File: config.mk
export PLATFORM = sky130hd
export DESIGN_NAME = reset_sequencer
export DESIGN_NICKNAME = d
export VERILOG_FILES = /design/src/rtl/rst_seq_pkg.sv /design/src/rtl/rst_sync.sv /design/src/rtl/reset_sequencer.sv
export SDC_FILE = /design/constraint.sdc
export NUM_CORES = 1
export LEC_CHECK = 0
export CORE_MARGIN = 1
export CORE_UTILIZATION = 46
export CTS_CLUSTER_DIAMETER = 60
export DETAILED_ROUTE_END_ITERATION = 8
export GPL_TIMING_DRIVEN = 1
export PLACE_DENSITY_LB_ADDON = 0.2
export SYNTH_ARGS = -nofsm -noshare
export SYNTH_HDL_FRONTEND = slang
export SYNTH_HIERARCHICAL = 1
export SYNTH_SLANG_ARGS = --single-unit
File: constraint.sdc
create_clock -name i_clk -period 0.8 [get_ports i_clk]
set_input_delay 0.16 -clock i_clk [delete_from_list [all_inputs] [get_ports i_clk]]
set_output_delay 0.16 -clock i_clk [all_outputs]
set_load 0.03 [all_outputs]
File: src/rtl/rst_seq_pkg.sv
// Shared state encoding and counter sizing for the reset sequencer and its bench-visible debug state.
package rst_seq_pkg;

    localparam int STATE_W = 2;

    localparam logic [STATE_W-1:0] S_HOLD = 2'd0;
    localparam logic [STATE_W-1:0] S_WAIT = 2'd1;
    localparam logic [STATE_W-1:0] S_RUN  = 2'd2;
    localparam logic [STATE_W-1:0] S_SOFT = 2'd3;

    typedef enum logic [STATE_W-1:0] {
        ST_HOLD = S_HOLD,
        ST_WAIT = S_WAIT,
        ST_RUN  = S_RUN,
        ST_SOFT = S_SOFT
    } seq_state_t;

    // Bits needed for a counter running 0..max_count-1, never narrower than one bit.
    function automatic int cnt_width(input int max_count);
        return (max_count <= 2) ? 1 : $clog2(max_count);
    endfunction

endpackage

File: src/rtl/rst_sync.sv
// Reset synchroniser: assertion passes straight through, release appears after SYNC_STAGES clock edges.
module rst_sync #(
    parameter int SYNC_STAGES = 2
) (
    input  logic i_clk,
    input  logic i_rst_n,
    output logic o_rst_n
);

    logic [SYNC_STAGES-1:0] r_sync;

    always_ff @(posedge i_clk or negedge i_rst_n) begin
        if (!i_rst_n) begin
            r_sync <= '0;
        end else begin
            r_sync <= {r_sync[SYNC_STAGES-2:0], 1'b1};
        end
    end

    assign o_rst_n = r_sync[SYNC_STAGES-1];

endmodule

File: src/rtl/reset_sequencer.sv
// Central reset controller: holds reset, then releases stages one per acknowledged ready, serves sw re-resets.
// Optional stage-ready watchdog with automatic retry is built when RST_TIMEOUT_EN is defined.
module reset_sequencer
    import rst_seq_pkg::*;
#(
    parameter int NUM_STAGES     = 3,
    parameter int HOLD_CYCLES    = 16,
    parameter int SYNC_STAGES    = 2,
    parameter int TIMEOUT_CYCLES = 256
) (
    input  logic                  i_clk,
    input  logic                  i_reset,
    input  logic                  i_sw_rst_req,
    input  logic [NUM_STAGES-1:0] i_stage_ready,
    output logic [NUM_STAGES-1:0] o_stage_rst_n,
    output logic                  o_sys_ready,
    output logic                  o_sw_rst_ack,
    output logic [STATE_W-1:0]    o_seq_state,
    output logic                  o_timeout_err
);

    generate
        if (NUM_STAGES < 1 || NUM_STAGES > 8 || HOLD_CYCLES < 1 || SYNC_STAGES < 2 || TIMEOUT_CYCLES < 1) begin : g_bad_param
            $error("reset_sequencer: parameter out of range");
        end
    endgenerate

    localparam int HOLD_W = cnt_width(HOLD_CYCLES);
    localparam int IDX_W  = cnt_width(NUM_STAGES);
    localparam logic [HOLD_W-1:0] HOLD_LAST = HOLD_W'(HOLD_CYCLES - 1);
    localparam logic [IDX_W-1:0]  IDX_LAST  = IDX_W'(NUM_STAGES - 1);

    logic                  w_rst_int_n;
    logic                  w_ready_cur;
    seq_state_t            r_state;
    logic [HOLD_W-1:0]     r_hold_cnt;
    logic [IDX_W-1:0]      r_idx;
    logic [NUM_STAGES-1:0] r_stage_rst_n;
    logic                  r_sys_ready;
    logic                  r_sw_rst_ack;

`ifdef RST_TIMEOUT_EN
    localparam int TO_W = cnt_width(TIMEOUT_CYCLES);
    localparam logic [TO_W-1:0] TO_LAST = TO_W'(TIMEOUT_CYCLES - 1);
    logic [TO_W-1:0] r_wait_cnt;
    logic            r_timeout_err;
`endif

    rst_sync #(
        .SYNC_STAGES(SYNC_STAGES)
    ) u_rst_sync (
        .i_clk   (i_clk),
        .i_rst_n (i_reset),
        .o_rst_n (w_rst_int_n)
    );

    // Only the stage currently being waited on matters; higher ready bits are don't-care.
    assign w_ready_cur = i_stage_ready[r_idx];

    always_ff @(posedge i_clk or negedge w_rst_int_n) begin
        if (!w_rst_int_n) begin
            r_state       <= ST_HOLD;
            r_hold_cnt    <= '0;
            r_idx         <= '0;
            r_stage_rst_n <= '0;
            r_sys_ready   <= 1'b0;
            r_sw_rst_ack  <= 1'b0;
`ifdef RST_TIMEOUT_EN
            r_wait_cnt    <= '0;
            r_timeout_err <= 1'b0;
`endif
        end else begin
            case (r_state)
                ST_HOLD: begin
                    if (r_hold_cnt == HOLD_LAST) begin
                        r_hold_cnt       <= '0;
                        r_stage_rst_n[0] <= 1'b1;
                        r_idx            <= '0;
`ifdef RST_TIMEOUT_EN
                        r_wait_cnt       <= '0;
`endif
                        r_state          <= ST_WAIT;
                    end else begin
                        r_hold_cnt <= r_hold_cnt + HOLD_W'(1);
                    end
                end
                ST_WAIT: begin
                    if (w_ready_cur) begin
`ifdef RST_TIMEOUT_EN
                        r_wait_cnt <= '0;
`endif
                        if (r_idx == IDX_LAST) begin
                            r_sys_ready <= 1'b1;
                            r_state     <= ST_RUN;
                        end else begin
                            r_stage_rst_n[r_idx + IDX_W'(1)] <= 1'b1;
                            r_idx                            <= r_idx + IDX_W'(1);
                        end
                    end
`ifdef RST_TIMEOUT_EN
                    // A stuck stage drops everything and retries the whole sequence from HOLD.
                    else if (r_wait_cnt == TO_LAST) begin
                        r_timeout_err <= 1'b1;
                        r_stage_rst_n <= '0;
                        r_state       <= ST_HOLD;
                    end else begin
                        r_wait_cnt <= r_wait_cnt + TO_W'(1);
                    end
`endif
                end
                ST_RUN: begin
                    if (i_sw_rst_req) begin
                        r_stage_rst_n <= '0;
                        r_sys_ready   <= 1'b0;
                        r_sw_rst_ack  <= 1'b1;
                        r_state       <= ST_SOFT;
                    end
                end
                ST_SOFT: begin
                    r_sw_rst_ack <= 1'b0;
                    r_hold_cnt   <= '0;
                    r_state      <= ST_HOLD;
                end
                default: r_state <= ST_HOLD;
            endcase
        end
    end

    assign o_stage_rst_n = r_stage_rst_n;
    assign o_sys_ready   = r_sys_ready;
    assign o_sw_rst_ack  = r_sw_rst_ack;
    assign o_seq_state   = r_state;
`ifdef RST_TIMEOUT_EN
    assign o_timeout_err = r_timeout_err;
`else
    assign o_timeout_err = 1'b0;
`endif

endmodule

==> results of run 1 <==
[critical path, stage by stage, from the launching register on]
cell and delay [ps]:
sky130_fd_sc_hd__dfrtp_1 420, sky130_fd_sc_hd__buf_4 150, sky130_fd_sc_hd__mux2i_1 140, sky130_fd_sc_hd__o211ai_4 230
sky130_fd_sc_hd__nand4_1 150, sky130_fd_sc_hd__mux2_4 320
[cell type report]
type	count	area [µm²]	area share
multi-input combinational	64	591.8	0.4078
timing repair buffer	45	395.4	0.2724
sequential	15	377.9	0.2603
tap	25	31.28	0.02155
inverter	6	27.53	0.01897
clock buffer	3	22.52	0.01552
clock inverter	1	5.005	0.003448
[path summary, 6_finish.rpt]
check / to / slack (ps) / depth (start not counted)
max in group asynchronous: o_seq_state[0] / 410 / 1
min: u_rst_sync/r_sync[0] / -0.8 / 1
max: o_stage_rst_n[0] / -710 / 5
min reg2reg: o_sw_rst_ack / 190 / 1
max reg2reg: o_stage_rst_n[0] / -710 / 5
min in group i_clk: u_rst_sync/r_sync[1] / 370 / 0
[layout by cell type (no fill, tap or decap), types with 2 or more instances in the layout]
master and instances:
sky130_fd_sc_hd__mux2_4 2, sky130_fd_sc_hd__ha_4 4, sky130_fd_sc_hd__dfrtp_2 2, sky130_fd_sc_hd__a31oi_1 4
sky130_fd_sc_hd__nor2_1 4, sky130_fd_sc_hd__dfrtp_1 13, sky130_fd_sc_hd__nand2b_1 2, sky130_fd_sc_hd__nand2b_4 3
sky130_fd_sc_hd__nor3_2 2, sky130_fd_sc_hd__o21ai_1 3, sky130_fd_sc_hd__clkbuf_4 3, sky130_fd_sc_hd__nand3_1 4
sky130_fd_sc_hd__ha_2 2, sky130_fd_sc_hd__inv_1 4, sky130_fd_sc_hd__inv_4 2, sky130_fd_sc_hd__clkdlybuf4s50_1 5
sky130_fd_sc_hd__buf_4 28, sky130_fd_sc_hd__a22o_1 2, sky130_fd_sc_hd__ha_1 4, sky130_fd_sc_hd__and2_2 2
sky130_fd_sc_hd__buf_6 12, sky130_fd_sc_hd__mux2i_1 4, sky130_fd_sc_hd__nand2_1 4, sky130_fd_sc_hd__conb_1 2
sky130_fd_sc_hd__a21oi_1 3
[flip-flops by register name, summed over array words and instances (netlist names)]
name,flops
u_rst_sync/r_sync,2
o_sys_ready,1
o_stage_rst_n,3
r_idx,2
o_seq_state,2
r_hold_cnt,4
o_sw_rst_ack,1
[power groups by stage]
stage	clock [µW]	sequential [µW]	combinational (µW)
2_1_floorplan	0	1770	2040
3_3_place_gp	0	1380	3610
3_5_place_dp	0	1410	3720
4_1_cts	468	1410	4490
5_1_grt	519	1460	5290
6_report	478	1420	4910
[layer usage]
| metal | vias up | part of all wire | global-route usage |
|---|---|---|---|
| li1 | 395 | - | - |
| met1 | 385 | 0.46 | 0.2780 |
| met2 | 21 | 0.49 | 0.4085 |
| met3 | 2 | 0.045 | 0.05952 |
| met4 | 0 | 0.0043 | 0.05294 |
| met5 | - | 0 | 0 |
[cell families (layout without fill, tap and decap cells)]
group	after synthesis	in the layout	share of synthesized area
AOI/OAI and AO/OA	19	19	0.1543
adders and majority gates	10	10	0.1403
buffers and inverters	8	55	0.03787
DFF	15	15	0.4208
muxes	6	6	0.07433
other	2	2	0.008418
and+or+nand+nor	27	27	0.1641
[through the flow]
| step | instance area [µm²] | setup slack [ps] | cells |
|---|---|---|---|
| 3_5_place_dp | 1232 | -718.6 | 143 |
| 5_1_grt | 1451 | -756.0 | 159 |
| 2_1_floorplan | 962.2 | -646.6 | 87 |
| 3_3_place_gp | 1232 | -719.0 | 143 |
| 4_1_cts | 1401 | -680.9 | 155 |
| 6_report | 1451 | -711.1 | 159 |
[what timing repair did]
item | 4_1_cts | 5_1_grt
resized for setup | 23 | 5
hold endpoints to repair | 0 | 0
endpoints found under the setup margin | 20 | 20
setup buffers | 8 | 5
pin swaps | 3 | 3
==> summary.txt, run 1 <==
FINISH
-------------------------------------------------------------------------------------------------
Diodes inserted                                                                                 0
Post-route core utilization                                                                0.8227
# fillers                                                                                     106
Number of nets in the finished design                                                         151
Layout area overhead                                                                       62.69%
Fraction of layout cells with a size suffix above 1                                        0.5149

POWER
-------------------------------------------------------------------------------------------------
Fraction of power consumed by sequential logic                                              0.209
Combinational cell fraction of total power                                                  0.721
Clock share of power                                                                        0.070
Internal                                                                                  3950 µW
Power dissipated by switching net loads                                                   2867 µW
Power after layout                                                                        6817 µW
Static leakage power                                                                 0.0006719 µW
Worst-case vdd ir drop                                                                    3483 µV
Switch share                                                                               0.4206
Power density relative to cell area                                                   4697 mW/mm²

CLOCK TREE
-------------------------------------------------------------------------------------------------
Number of buffers between clock root and the deepest sink                                       2
H-tree depth                                                                                    1
Cell chosen for the clock root                                                       sky130_fd_sc_hd__clkbuf_4
Number of buffers created by CTS                                                                3
TritonCTS clock tree                                                                          yes
Clock insertion delay at the later pin of the skew report                                  300 ps
Number of hold buffers added after CTS                                                          0
Number of sinks handled by clock tree synthesis                                                15
Clock-pin slew on the worst setup and hold paths                                           110 ps

LOGIC SYNTHESIS
-------------------------------------------------------------------------------------------------
Most frequently used cell type in the post-synthesis netlist                         sky130_fd_sc_hd__dfrtp_1
Number of enable flip-flop cells after synthesis                                                0
Total nets after synthesis                                                                    103
Cell types with the highest counts after synthesis                                   sky130_fd_sc_hd__dfrtp_1, sky130_fd_sc_hd__ha_1, sky130_fd_sc_hd__inv_1, sky130_fd_sc_hd__nand2_1
Synth area leaders                                                                   sky130_fd_sc_hd__dfrtp_1, sky130_fd_sc_hd__ha_1, sky130_fd_sc_hd__mux2i_1
Number of distinct library cell variants in the gate-level netlist after synthesis             28
Post-synthesis instance area                                                            892.1 µm²
Number of synthesized register bits                                                            15
Primary FF master, synth                                                             sky130_fd_sc_hd__dfrtp_1
Cell type with the largest total area after synthesis                                sky130_fd_sc_hd__dfrtp_1
Avg Cell Area, Syn                                                                      10.25 µm²
Yosys warns                                                                                     6
FFs w/ async S/R, synth                                                                     1.000
Part of the Yosys area used for sequential elements                                        0.4208
Synth Instances                                                                                87
Synth top area share                                                                       0.4208

TIMING
-------------------------------------------------------------------------------------------------
Final critical-path share of the clock period                                               1.889
Time the worst path needs with I/O delays and setup                                       1511 ps
Highest Clock Rate                                                                      661.8 MHz
Setup tns final                                                                          -9492 ps
Setup repair after global routing missed its margin                                          true
Total of endpoints with negative setup slack in the final report                               20
Final-report hold violation count                                                               2
Fin Hold WS                                                                            -0.8054 ps
Final worst setup slack                                                                 -711.1 ps
Max-slew violation count                                                                        0
Worst clock skew                                                                         11.25 ps

DETAILED ROUTING
-------------------------------------------------------------------------------------------------
Drt first pass iters                                                                            4
Detailed-route via count                                                                      803
Violation count after the first detailed-routing iteration                                     12
Total Wirelength                                                                          2327 µm
Vias per cell                                                                               5.050
DRC viols                                                                                       0
WL/cell                                                                                  14.64 µm
DRT antenna net count                                                                           0

PLACEMENT
-------------------------------------------------------------------------------------------------
GPL Wtd Cong                                                                               0.7929
HPWL after detailed placement                                                             1424 µm
IO Port Bufs                                                                                   12

SETUP PATH
-------------------------------------------------------------------------------------------------
Startpoint of the worst register-to-register path                                        r_idx[0]
Critical path arrival                                                                     1700 ps
Required @ worst endpoint                                                                  990 ps
Startpoint kind of the worst setup timing path                                          flip-flop
Kind of critical path                                                                  reg -> reg
CP Max Fanout                                                                                   5
Origin of the worst setup path                                                           r_idx[0]
Setup crit end kind                                                                     flip-flop

DIE
-------------------------------------------------------------------------------------------------
Die Outline Area                                                                     0.002120 mm²
Number of rows in the core area                                                                15
Die span in y                                                                            46.04 µm
Core footprint                                                                       0.001764 mm²
Initial Utilization                                                                        0.5057
Number of top-level pins                                                                       14
Horizontal die dimension                                                                 46.04 µm

RUN
-------------------------------------------------------------------------------------------------
Number of max-capacitance violations reported                                                   0

GLOBAL ROUTING
-------------------------------------------------------------------------------------------------
Antenna violations before repair                                                                0
All-layer global routing usage                                                             0.2316
Via count of the first global-routing pass                                                    751
Maximum number of pins on one net before global-route repair                                   14
First-pass GRT wire length                                                                3367 µm
Remaining global-route overflow                                                                 0

RUN STATUS
-------------------------------------------------------------------------------------------------
Status                                                                               complete, but fails checks
Violated checks                                                                      hold timing, setup timing

HOLD PATH
-------------------------------------------------------------------------------------------------
Class of the tightest hold or removal check                                           in -> async

(Power assumes the default switching activity.)
==> inputs of run 2 (changes only) <==
TNS_END_PERCENT = 1   (was unset)
==> summary.txt, run 2 (synthesized netlist as in run 1, its figures left out) <==
RUN STATUS
-------------------------------------------------------------------------------
Status                                                             complete, but fails checks
Violated checks                                                    setup timing

SETUP PATH
-------------------------------------------------------------------------------
Ordered cell list for the critical path                            buf_4, mux2i_1, o211ai_4, nand4_2, mux2_4
Critical path arrival                                                   1660 ps   -40 ps
Required @ worst endpoint                                               1010 ps   +20 ps
Reg2Reg Capture Point                                              o_seq_state[1]
Maximum cell stage delay along the critical path                         390 ps   -30 ps
Flop-to-flop setup slack                                                -650 ps   +60 ps
Kind of critical path                                                reg -> reg
Critical Path Slowest Stage Cell                                   sky130_fd_sc_hd__dfrtp_1
CP Max Fanout                                                                 5   unchanged
Setup crit end kind                                                   flip-flop
Startpoint of the worst register-to-register path                      r_idx[0]
Number of cells on the worst reg-to-reg path                                  5   unchanged
Startpoint kind of the worst setup timing path                        flip-flop

CLOCK TREE
-------------------------------------------------------------------------------
Number of buffers created by CTS                                              3   unchanged
Number of sinks handled by clock tree synthesis                              15   unchanged
H-tree depth                                                                  1   unchanged
Number of buffers between clock root and the deepest sink                     2   unchanged
Clock-pin slew on the worst setup and hold paths                         100 ps   about the same
Cell chosen for the clock root                                     sky130_fd_sc_hd__clkbuf_4
TritonCTS clock tree                                                        yes
Clock insertion delay at the later pin of the skew report                310 ps   about the same

DETAILED ROUTING
-------------------------------------------------------------------------------
Vias per cell                                                             4.993   -1.1%
Detailed-route via count                                                    749   -6.7%
DRC viols                                                                     0   unchanged
Violation count after the first detailed-routing iteration                    7   -5
WL/cell                                                                12.23 µm   -16%
Drt first pass iters                                                          3   -1
Total Wirelength                                                        1834 µm   -21%
DRT antenna net count                                                         0   unchanged

POWER
-------------------------------------------------------------------------------
Power density relative to cell area                                 4374 mW/mm²   -6.9%
Switch share                                                             0.4256   +0.005032
Power dissipated by switching net loads                                 2523 µW   -12%
Internal                                                                3405 µW   -14%
Static leakage power                                               0.0006049 µW   -10%
Clock share of power                                                      0.081   +0.011
Power after layout                                                      5927 µW   -13%
Combinational cell fraction of total power                                0.681   -0.040
Fraction of power consumed by sequential logic                            0.238   +0.029
Worst-case vdd ir drop                                                  3009 µV   -14%

DIE
-------------------------------------------------------------------------------
Die span in y                                                          46.04 µm   unchanged
Initial Utilization                                                      0.5057   unchanged
Core footprint                                                     0.001764 mm²   unchanged
Die Outline Area                                                   0.002120 mm²   unchanged
Number of rows in the core area                                              15   unchanged
Number of top-level pins                                                     14   unchanged
Horizontal die dimension                                               46.04 µm   unchanged

GLOBAL ROUTING
-------------------------------------------------------------------------------
First-pass GRT wire length                                              3049 µm   -9.4%
Antenna violations before repair                                              0   unchanged
All-layer global routing usage                                           0.2126   -0.01894
Remaining global-route overflow                                               0   unchanged
Maximum number of pins on one net before global-route repair                 11   -3
Via count of the first global-routing pass                                  712   -5.2%

FINISH
-------------------------------------------------------------------------------
Most common cell after layout, fill and taps aside                 sky130_fd_sc_hd__buf_4
Diodes inserted                                                               0   unchanged
Max FFs per register                                                          4   unchanged
Fraction of layout cells with a size suffix above 1                      0.4400   -0.07493
Layout area overhead                                                     51.89%
Highest-count cells in the layout ignoring fill and taps           sky130_fd_sc_hd__buf_4, sky130_fd_sc_hd__dfrtp_1, sky130_fd_sc_hd__buf_6
Reg with most FFs                                                    r_hold_cnt
Number of nets in the finished design                                       142   -6.0%

PLACEMENT
-------------------------------------------------------------------------------
Worst-case setup slack after placement                                -779.5 ps   -60.86 ps
GPL Wtd Cong                                                             0.7883   -0.58%
IO Port Bufs                                                                 12   unchanged
HPWL after detailed placement                                           1392 µm   -2.2%

TIMING
-------------------------------------------------------------------------------
Time the worst path needs with I/O delays and setup                     1450 ps   -61.33 ps
Final critical-path share of the clock period                             1.812   -0.07667
Final worst setup slack                                               -649.8 ps   +61.33 ps
Fin Hold WS                                                            101.8 ps   +102.6 ps
Worst clock skew                                                       12.24 ps   +0.9911 ps
Setup repair after global routing missed its margin                        true
Max-slew violation count                                                      0   unchanged
Final-report hold violation count                                             0   -2
Total of endpoints with negative setup slack in the final report             20   unchanged
Highest Clock Rate                                                    689.7 MHz   +4.2%

RUN
-------------------------------------------------------------------------------
Number of max-capacitance violations reported                                 0   unchanged

HOLD PATH
-------------------------------------------------------------------------------
Class of the tightest hold or removal check                        reg -> async

-- run 2: changes by cell type in the layout (fill, tap and decap cells not counted), moves of 2 or more --
cell | previous run | this run
sky130_fd_sc_hd__buf_4 | 28 | 22
sky130_fd_sc_hd__buf_6 | 12 | 7
sky130_fd_sc_hd__nand2b_1 | 2 | 4
sky130_fd_sc_hd__nand2b_4 | 3 | 1
-- run 2: how the worst max path moves through the flow --
stage                         from        endpoint  cells after the start
detailed placement        r_idx[0]  o_seq_state[1]                      5
finish                    r_idx[0]  o_seq_state[1]                      5
global placement          r_idx[0]        r_idx[0]                      6
CTS                       r_idx[0]  o_seq_state[1]                      5
global route              r_idx[0]  o_seq_state[1]                      5
floorplan           o_seq_state[1]  o_seq_state[1]                      5
-- run 2: per-layer routing --
metal,GRT usage,part of all wire,vias to the layer above
li1,-,-,378
met1,0.2611,0.48,353
met2,0.3465,0.47,13
met3,0.04762,0.030,5
met4,0.1059,0.021,0
met5,0,0,-
-- run 2: worst max-delay path: cells and delay by family (launching register included) --
| kind | cells | cell delay (ps) |
|---|---|---|
| and+or+nand+nor | 1 | 150 |
| muxes | 2 | 450 |
| DFF | 1 | 390 |
| AOI/OAI and AO/OA | 1 | 220 |
| buffers and inverters | 1 | 150 |
-- run 2: stage by stage --
stage | instances | area (µm²) | TNS, ps | util
after detailed placement | 142 | 1220 | -7956 | 0.6915
after CTS | 149 | 1328 | -8922 | 0.7525
after global routing | 150 | 1355 | -10070 | 0.7681
after global placement | 142 | 1220 | -7511 | 0.6915
after floorplan | 87 | 935.9 | -7369 | -
final | 150 | 1355 | -8853 | 0.7681
-- run 2: power by group through the flow --
| stage | logic [µW] | registers, µW | clock network (µW) |
|---|---|---|---|
| after global placement | 3410 | 1380 | 0 |
| after global routing | 4450 | 1450 | 534 |
| after floorplan | 1870 | 1750 | 0 |
| after detailed placement | 3490 | 1390 | 0 |
| final | 4040 | 1410 | 478 |
| after CTS | 3900 | 1380 | 470 |
-- run 2: cell type report --
| class | instances | area, µm² |
|---|---|---|
| clock buffer | 3 | 22.52 |
| multi-input combinational | 64 | 564.3 |
| fill | 127 | 409.1 |
| sequential | 15 | 377.9 |
| timing repair buffer | 36 | 324.1 |
| clock inverter | 1 | 7.507 |
| inverter | 6 | 27.53 |
| tap | 25 | 31.28 |
-- run 2: timing repair --
action                                 CTS  global route
pin swaps                                2             0
setup buffers                            3             0
hold buffers                             0             1
endpoints found under the hold margin    0             2
setup endpoints to repair               20            20
gates resized for setup                 12             8
